### config.mk
export PLATFORM = sky130hd
export DESIGN_NAME = crabcore
export DESIGN_NICKNAME = d
export VERILOG_FILES = /design/src/rtl/crabcore_pkg.sv /design/src/rtl/crabcore_alu.sv /design/src/rtl/crabcore.sv
export SDC_FILE = /design/constraint.sdc
export NUM_CORES = 2
export LEC_CHECK = 0
export BUFFER_PORTS_ARGS = -buffer_cell sky130_fd_sc_hd__clkbuf_2
export CORE_AREA = 2 2 448 450
export CTS_BUF_LIST = sky130_fd_sc_hd__clkbuf_2
export CTS_CLUSTER_SIZE = 30
export DETAILED_ROUTE_END_ITERATION = 16
export DIE_AREA = 0 0 450 452
export GPL_TIMING_DRIVEN = 1
export PLACE_DENSITY_LB_ADDON = 0.08
export SETUP_SLACK_MARGIN = 0.3
export SYNTH_ARGS = -nofsm -noshare
export SYNTH_HDL_FRONTEND = slang
export SYNTH_SLANG_ARGS = --single-unit
### constraint.sdc
create_clock -name clk -period 9.1 [get_ports clk]
set_clock_uncertainty 0.1 [all_clocks]
set_input_delay 1.365 -clock clk [delete_from_list [all_inputs] [get_ports clk]]
set_output_delay 1.365 -clock clk [all_outputs]
set_load 0.1 [all_outputs]
### src/rtl/crabcore_pkg.sv
// Shared constants and types for the crabcore RV32I multi-cycle core.
package crabcore_pkg;

  localparam logic [6:0] OPC_LUI    = 7'b0110111;
  localparam logic [6:0] OPC_AUIPC  = 7'b0010111;
  localparam logic [6:0] OPC_JAL    = 7'b1101111;
  localparam logic [6:0] OPC_JALR   = 7'b1100111;
  localparam logic [6:0] OPC_BRANCH = 7'b1100011;
  localparam logic [6:0] OPC_LOAD   = 7'b0000011;
  localparam logic [6:0] OPC_STORE  = 7'b0100011;
  localparam logic [6:0] OPC_OPIMM  = 7'b0010011;
  localparam logic [6:0] OPC_OP     = 7'b0110011;

  localparam logic [2:0] IO_BYTE = 3'd0;
  localparam logic [2:0] IO_HALF = 3'd1;
  localparam logic [2:0] IO_WORD = 3'd2;

  typedef enum logic [4:0] {
    ST_FETCH      = 5'd0,
    ST_FETCH_WAIT = 5'd1,
    ST_EXECUTE    = 5'd2,
    ST_MEM        = 5'd3,
    ST_MEM_WAIT   = 5'd4,
    ST_WRITEBACK  = 5'd5
  } core_state_e;

  typedef enum logic [3:0] {
    ALU_ADD, ALU_SUB, ALU_SLL, ALU_SLT, ALU_SLTU,
    ALU_XOR, ALU_SRL, ALU_SRA, ALU_OR, ALU_AND
  } alu_op_e;

  // SUB only exists for register-register ops; bit 30 of an I-immediate is just data.
  function automatic alu_op_e alu_decode(input logic [2:0] funct3,
                                         input logic funct7_5,
                                         input logic is_reg);
    alu_op_e op;
    case (funct3)
      3'd0:    op = (is_reg && funct7_5) ? ALU_SUB : ALU_ADD;
      3'd1:    op = ALU_SLL;
      3'd2:    op = ALU_SLT;
      3'd3:    op = ALU_SLTU;
      3'd4:    op = ALU_XOR;
      3'd5:    op = funct7_5 ? ALU_SRA : ALU_SRL;
      3'd6:    op = ALU_OR;
      default: op = ALU_AND;
    endcase
    return op;
  endfunction

endpackage

### src/rtl/crabcore_alu.sv
// Combinational ALU plus branch comparator for crabcore.
module crabcore_alu
  import crabcore_pkg::*;
(
  input  alu_op_e     op,
  input  logic [31:0] a,
  input  logic [31:0] b,
  input  logic [2:0]  br_funct3,
  output logic [31:0] result,
  output logic        br_taken
);

  logic eq, lt, ltu;

  assign eq  = (a == b);
  assign lt  = ($signed(a) < $signed(b));
  assign ltu = (a < b);

  always_comb begin
    result = 32'd0;
    case (op)
      ALU_ADD:  result = a + b;
      ALU_SUB:  result = a - b;
      ALU_SLL:  result = a << b[4:0];
      ALU_SLT:  result = {31'd0, lt};
      ALU_SLTU: result = {31'd0, ltu};
      ALU_XOR:  result = a ^ b;
      ALU_SRL:  result = a >> b[4:0];
      ALU_SRA:  result = $signed(a) >>> b[4:0];
      ALU_OR:   result = a | b;
      ALU_AND:  result = a & b;
      default:  result = 32'd0;
    endcase
  end

  always_comb begin
    br_taken = 1'b0;
    case (br_funct3)
      3'd0:    br_taken = eq;
      3'd1:    br_taken = !eq;
      3'd4:    br_taken = lt;
      3'd5:    br_taken = !lt;
      3'd6:    br_taken = ltu;
      3'd7:    br_taken = !ltu;
      default: br_taken = 1'b0;
    endcase
  end

endmodule

### src/rtl/crabcore.sv
// crabcore: multi-cycle RV32I core with a toggle-acknowledged memory port.
// Define CRABCORE_DEBUG_EN to drive live values on the debug ports (zero otherwise).
module crabcore
  import crabcore_pkg::*;
#(
  parameter logic [31:0] RESET_PC = 32'h0000_0000
) (
  input  logic              clk,
  input  logic              reset,
  output logic              mem_addr_valid,
  output logic [31:0]       mem_addr,
  output logic              mem_data_valid,
  output logic [31:0]       mem_data,
  output logic [2:0]        io_mode,
  input  logic              mem_ready,
  input  logic [31:0]       mem_input,
  input  logic              mem_write_done,
  output logic              mem_ack,
  output logic [31:0][31:0] registers_debug,
  output logic [31:0]       pc_debug,
  output logic [4:0]        core_state_debug
);

  core_state_e       state_q, state_d;
  logic [31:0]       pc_q, pc_d, instr_q, instr_d;
  logic [31:0]       result_q, result_d, next_pc_q, next_pc_d;
  logic              rd_we_q, rd_we_d;
  logic [31:0][31:0] regs_q, regs_d;
  logic              mem_addr_valid_q, mem_addr_valid_d;
  logic              mem_data_valid_q, mem_data_valid_d;
  logic              mem_ack_q, mem_ack_d;
  logic [31:0]       mem_addr_q, mem_addr_d, mem_data_q, mem_data_d;
  logic [2:0]        io_mode_q, io_mode_d;

  logic [6:0]  opcode;
  logic [4:0]  rd, rs1, rs2;
  logic [2:0]  funct3;
  logic [31:0] imm_i, imm_s, imm_b, imm_u, imm_j;
  logic [31:0] rs1_val, rs2_val, ls_addr, pc_plus4, pc_target;
  logic [31:0] store_data, load_lane, load_val;
  logic [2:0]  access_mode;
  logic        is_store;
  alu_op_e     alu_op;
  logic [31:0] alu_b, alu_result;
  logic        br_taken;

  assign opcode = instr_q[6:0];
  assign rd     = instr_q[11:7];
  assign funct3 = instr_q[14:12];
  assign rs1    = instr_q[19:15];
  assign rs2    = instr_q[24:20];

  assign imm_i = {{20{instr_q[31]}}, instr_q[31:20]};
  assign imm_s = {{20{instr_q[31]}}, instr_q[31:25], instr_q[11:7]};
  assign imm_b = {{19{instr_q[31]}}, instr_q[31], instr_q[7], instr_q[30:25], instr_q[11:8], 1'b0};
  assign imm_u = {instr_q[31:12], 12'd0};
  assign imm_j = {{11{instr_q[31]}}, instr_q[31], instr_q[19:12], instr_q[20], instr_q[30:21], 1'b0};

  // x0 is never written, so a plain read already returns zero for it.
  assign rs1_val  = regs_q[rs1];
  assign rs2_val  = regs_q[rs2];
  assign is_store = (opcode == OPC_STORE);
  assign ls_addr  = rs1_val + (is_store ? imm_s : imm_i);
  assign pc_plus4 = pc_q + 32'd4;
  assign pc_target = pc_q + ((opcode == OPC_JAL)    ? imm_j :
                             (opcode == OPC_BRANCH) ? imm_b : imm_u);

  assign alu_op      = alu_decode(funct3, instr_q[30], opcode == OPC_OP);
  assign alu_b       = (opcode == OPC_OP || opcode == OPC_BRANCH) ? rs2_val : imm_i;
  assign access_mode = funct3[1] ? IO_WORD : {2'b00, funct3[0]};

  crabcore_alu u_alu (
    .op        (alu_op),
    .a         (rs1_val),
    .b         (alu_b),
    .br_funct3 (funct3),
    .result    (alu_result),
    .br_taken  (br_taken)
  );

  always_comb begin
    store_data = rs2_val;
    case (funct3[1:0])
      2'd0:    store_data = {24'd0, rs2_val[7:0]};
      2'd1:    store_data = {16'd0, rs2_val[15:0]};
      default: store_data = rs2_val;
    endcase
  end

  // The addressed byte/half is shifted down to bit 0 before extension.
  always_comb begin
    load_lane = mem_input >> {mem_addr_q[1:0], 3'b000};
    load_val  = mem_input;
    case (funct3)
      3'd0:    load_val = {{24{load_lane[7]}}, load_lane[7:0]};
      3'd1:    load_val = {{16{load_lane[15]}}, load_lane[15:0]};
      3'd4:    load_val = {24'd0, load_lane[7:0]};
      3'd5:    load_val = {16'd0, load_lane[15:0]};
      default: load_val = mem_input;
    endcase
  end

  always_comb begin
    state_d          = state_q;
    pc_d             = pc_q;
    instr_d          = instr_q;
    result_d         = result_q;
    next_pc_d        = next_pc_q;
    rd_we_d          = rd_we_q;
    regs_d           = regs_q;
    mem_addr_valid_d = mem_addr_valid_q;
    mem_data_valid_d = mem_data_valid_q;
    mem_addr_d       = mem_addr_q;
    mem_data_d       = mem_data_q;
    io_mode_d        = io_mode_q;
    mem_ack_d        = mem_ack_q;

    case (state_q)
      ST_FETCH: begin
        if (!mem_ready) begin
          mem_addr_d       = pc_q;
          io_mode_d        = IO_WORD;
          mem_addr_valid_d = 1'b1;
          mem_data_valid_d = 1'b0;
          state_d          = ST_FETCH_WAIT;
        end
      end
      ST_FETCH_WAIT: begin
        if (mem_ready) begin
          instr_d          = mem_input;
          mem_ack_d        = ~mem_ack_q;
          mem_addr_valid_d = 1'b0;
          state_d          = ST_EXECUTE;
        end
      end
      ST_EXECUTE: begin
        next_pc_d = pc_plus4;
        result_d  = alu_result;
        rd_we_d   = 1'b0;
        state_d   = ST_WRITEBACK;
        case (opcode)
          OPC_LUI:   begin result_d = imm_u;     rd_we_d = 1'b1; end
          OPC_AUIPC: begin result_d = pc_target; rd_we_d = 1'b1; end
          OPC_JAL: begin
            result_d  = pc_plus4;
            next_pc_d = pc_target;
            rd_we_d   = 1'b1;
          end
          OPC_JALR: begin
            result_d  = pc_plus4;
            next_pc_d = {ls_addr[31:1], 1'b0};
            rd_we_d   = 1'b1;
          end
          OPC_BRANCH: if (br_taken) next_pc_d = pc_target;
          OPC_OPIMM, OPC_OP: rd_we_d = 1'b1;
          OPC_LOAD: begin
            rd_we_d    = 1'b1;
            mem_addr_d = ls_addr;
            io_mode_d  = access_mode;
            state_d    = ST_MEM;
          end
          OPC_STORE: begin
            mem_addr_d = ls_addr;
            mem_data_d = store_data;
            io_mode_d  = access_mode;
            state_d    = ST_MEM;
          end
          default: ;
        endcase
      end
      ST_MEM: begin
        if (is_store) begin
          mem_addr_valid_d = 1'b1;
          mem_data_valid_d = 1'b1;
          state_d          = ST_MEM_WAIT;
        end else if (!mem_ready) begin
          mem_addr_valid_d = 1'b1;
          state_d          = ST_MEM_WAIT;
        end
      end
      ST_MEM_WAIT: begin
        if (is_store) begin
          if (mem_write_done) begin
            mem_addr_valid_d = 1'b0;
            mem_data_valid_d = 1'b0;
            state_d          = ST_WRITEBACK;
          end
        end else if (mem_ready) begin
          mem_ack_d        = ~mem_ack_q;
          mem_addr_valid_d = 1'b0;
          result_d         = load_val;
          state_d          = ST_WRITEBACK;
        end
      end
      ST_WRITEBACK: begin
        if (rd_we_q && (rd != 5'd0)) regs_d[rd] = result_q;
        pc_d    = next_pc_q;
        state_d = ST_FETCH;
      end
      default: state_d = ST_FETCH;
    endcase
  end

  always_ff @(posedge clk or negedge reset) begin
    if (!reset) begin
      state_q          <= ST_FETCH;
      pc_q             <= RESET_PC;
      instr_q          <= 32'd0;
      result_q         <= 32'd0;
      next_pc_q        <= RESET_PC;
      rd_we_q          <= 1'b0;
      regs_q           <= '0;
      mem_addr_valid_q <= 1'b0;
      mem_data_valid_q <= 1'b0;
      mem_addr_q       <= 32'd0;
      mem_data_q       <= 32'd0;
      io_mode_q        <= IO_WORD;
      mem_ack_q        <= 1'b0;
    end else begin
      state_q          <= state_d;
      pc_q             <= pc_d;
      instr_q          <= instr_d;
      result_q         <= result_d;
      next_pc_q        <= next_pc_d;
      rd_we_q          <= rd_we_d;
      regs_q           <= regs_d;
      mem_addr_valid_q <= mem_addr_valid_d;
      mem_data_valid_q <= mem_data_valid_d;
      mem_addr_q       <= mem_addr_d;
      mem_data_q       <= mem_data_d;
      io_mode_q        <= io_mode_d;
      mem_ack_q        <= mem_ack_d;
    end
  end

  assign mem_addr_valid = mem_addr_valid_q;
  assign mem_data_valid = mem_data_valid_q;
  assign mem_addr       = mem_addr_q;
  assign mem_data       = mem_data_q;
  assign io_mode        = io_mode_q;
  assign mem_ack        = mem_ack_q;

`ifdef CRABCORE_DEBUG_EN
  assign registers_debug  = regs_q;
  assign pc_debug         = pc_q;
  assign core_state_debug = state_q;
`else
  assign registers_debug  = '0;
  assign pc_debug         = 32'd0;
  assign core_state_debug = 5'd0;
`endif

endmodule

==> impl_results.md <==
- CP max stage cell: dfrtp_4
- Max-slew headroom: -0.04581
- Startpoint Class: flip-flop
- Fraction of layout cells with a size suffix above 1: 0.2948
- Worst stage delay on the critical path: 1080 ps
- Area delta synth->final: 3.673%
- # fillers: 19070
- Most frequent cells in the layout: 1214 x dfrtp_1, 1078 x mux2_2, 1062 x conb_1, 642 x clkbuf_2, 637 x mux2i_1
- Clock share of power: 0.131
- Clock Sinks: 1225
- Critical path depth: 19
- CP max FO: 44
- CTS tree: yes
- Peak supply drop: 0.2348 mV
- Ys flop type: dfrtp_1
- Hold Crit Depth: 1
- Port Buffers: 104
- CP Class: reg2reg
- Initial DRC count: 7272
- Mean post-synth cell area: 10.86 um^2
- Psw: 17.90 mW
- GP Congestion: 1.066
- Logic gate share of total power: 0.623
- Static leakage: 43.26 nW
- Critical Path End Type: flip-flop
- Worst Hold Class: reg2reg
- Core Box Area: 198600 um^2
- CTS Buffer Depth: 4
- Die height: 452 um
- CTS Buf Count: 361
- Cell mode on critical path: buf_4
- First-pass GRT wire length: 489500 um
- Pint: 13.76 mW
- Top Ports: 1167
- Worst slew pin tran: 1548 ps
- Core Rows: 164
- Grt ovf: 0
- CP required: 10630 ps
- CP arrival: 9570 ps
- Worst Path Buf+Inv: 5
- Synth async-reset ratio: 1.000
- Drt first pass iters: 5
- Post-layout util: 0.4486
- Run status: finished with violations
- Crit path cell chain: buf_12 > buf_4 > mux2i_1 > o22ai_1 > nor4_1 > nand3_1 > inv_1 > ha_1 > nor4_1 > a21boi_0 > a31o_2 > o21a_1 > o311a_1 > nand2_1 > buf_4 > o21ai_0 > buf_4 > a222oi_1 > o21ai_0
- Total GRT Usage: 0.3365
- Reg2reg path depth: 19
- Final Setup Violations: 0
- Total of warnings raised by yosys: 0
- Final HPWL DP: 236100 um
- Post-CTS Repair Setup Buffers: 0
- Final Cycle Share: 0.8829
- Reg-to-reg setup timing slack: 1070 ps
- Library cells used by synthesis: 99
- Crit path max-delay family: compound AO/OA/AOI/OAI gates
- Antenna viol nets, final: 0
- Final min period: 8034 ps
- Sequential share of power: 0.245
- Worst-path clk slew: 100 ps
- Vias in the first global route: 62380
- Setup total negative slack: 0 ps
- Die area: 203400 um^2
- H-tree depth: 5
- Max cap viols: 1
- Pin count of the biggest net entering global routing: 140
- R2r startpoint: instr_q[15]$_DFFE_PN0P_
- Via-to-Cell Ratio: 6.019
- Initial antenna violation count: 24
- Root Driver: clkbuf_2
- Final Hold Vio Count: 0
- Violated checks: capacitance limit, slew limit
- Max Clock Freq: 124.5 MHz
- Area of the mapped netlist: 85950 um^2
- NumNets Final: 8231
- Reg2reg end: next_pc_q[26]$_DFFE_PN0P_
- DRC viols: 0
- Total Power: 31.66 mW
- Max-slew violations: 2
- Yosys reg bits: 1225
- Initial core utilization: 0.4327
- Most common cell after layout, fill and taps aside: dfrtp_1
- Die Span X: 450 um
- Vias: 65880
- WL/cell: 32.36 um
- Switching Fraction: 0.5654
- Total wire length: 354200 um
- Hold Path Origin: next_pc_q[27]$_DFFE_PN0P_
- Power Density: 355.4 nW/um^2
- RSZ-0062 raised after global routing: no
- Skew-Pair Late Insertion Delay: 1860 ps
- Hold Path End: pc_q[27]$_DFFE_PN0N_
- Post-synth EDFFs: 0
- Syn Inst Count: 7917
- Post-synthesis sequential area ratio: 0.3567
## metal layers
metal | part of all wire | GRT usage
met5 | 0.00011 | 0
met4 | 0.051 | 0.1567
met3 | 0.081 | 0.07277
met2 | 0.45 | 0.5090
met1 | 0.42 | 0.4605
## cell usage after synthesis, drive strengths merged (26+ instances only)
master,instances,share of area
a211oi,58,0.0051
a21o,93,0.0081
a21oi,311,0.018
a221oi,35,0.0036
a22oi,133,0.012
a31oi,42,0.0031
and3,38,0.0028
buf,1277,0.11
clkbuf,419,0.018
dfrtp,1224,0.36
ha,160,0.023
inv,127,0.0056
mux2,1078,0.14
mux2i,642,0.075
mux4,355,0.093
nand2,394,0.017
nand2b,28,0.0020
nand3,123,0.0072
nor2,279,0.012
nor2b,30,0.0022
nor3,55,0.0032
nor4,47,0.0038
o211ai,37,0.0032
o21ai,261,0.015
o21bai,26,0.0023
o22ai,159,0.012
xnor2,70,0.0071
xor2,33,0.0034
## sequential cells by signal, summed over array words and instances (netlist names), 2 cells and up
register and count:
regs_q 1024, instr_q 32, mem_addr 32, mem_data 32
next_pc_q 32, pc_q 32, result_q 32, state_q 3
io_mode 2
## per-stage QoR
stage	instance area (um^2)	cells	worst slack (ps)	hold WS [ps]
3_5_place_dp	85650	10290	1210	284.3
2_1_floorplan	89930	8978	2827	344.4
5_1_grt	89100	10940	825.0	186.9
4_1_cts	89080	10940	1157	43.52
3_3_place_gp	85650	10290	1220	279.9
6_report	89100	10950	1066	283.9
## worst max path at each step
stage	startpoint	endpoint	slack, ps
final	instr_q[15]$_DFFE_PN0P_	next_pc_q[26]$_DFFE_PN0P_	1070
after global routing	instr_q[15]$_DFFE_PN0P_	next_pc_q[24]$_DFFE_PN0P_	830
after CTS	instr_q[15]$_DFFE_PN0P_	next_pc_q[26]$_DFFE_PN0P_	1160
after detailed placement	instr_q[15]$_DFFE_PN0P_	next_pc_q[26]$_DFFE_PN0P_	1210
after global placement	instr_q[15]$_DFFE_PN0P_	next_pc_q[24]$_DFFE_PN0P_	1220
after floorplan	instr_q[15]$_DFFE_PN0P_	result_q[26]$_DFFE_PN0P_	2830
## power by group through the flow
stage                     Clock [mW]  Sequential [mW]  Combinational, mW
after floorplan                    0             7.44               13.1
after global placement             0             7.80               19.3
after detailed placement           0             7.82               19.2
after CTS                       4.28             7.72               19.3
after global routing            4.57             7.88               20.4
final                           4.15             7.77               19.7
## layout make-up
class                           instances  area, um^2  area share
Tap cell                             2656        3323     0.03730
Timing Repair Buffer                  386        3115     0.03497
Antenna cell                            9       22.52   0.0002528
Clock inverter                         74       336.6    0.003777
Clock buffer                          539        2698     0.03027
Inverter                              132       511.7    0.005743
Multi-Input combinational cell       5925       48410      0.5433
Sequential cell                      1225       30690      0.3444
## timing repair
| item | 4_1_cts | 5_1_grt |
|---|---|---|
| hold buffers | 38 | 0 |
| hold endpoints to repair | 229 | 0 |
| resized for setup | 0 | 0 |
## kinds of logic after synthesis
kind of cell | Yosys count | synth area share
other | 1 | 0.00004363
AND/OR/NAND/NOR | 1112 | 0.06040
multiplexers | 2075 | 0.3094
XOR/XNOR | 103 | 0.01050
adder cells (fa/ha/maj) | 164 | 0.02422
AO/OA/AOI/OAI | 1409 | 0.1078
buffers and inverters | 1828 | 0.1309
flip-flops | 1225 | 0.3567
No activity file was read; power rests on OpenSTA's default activity.
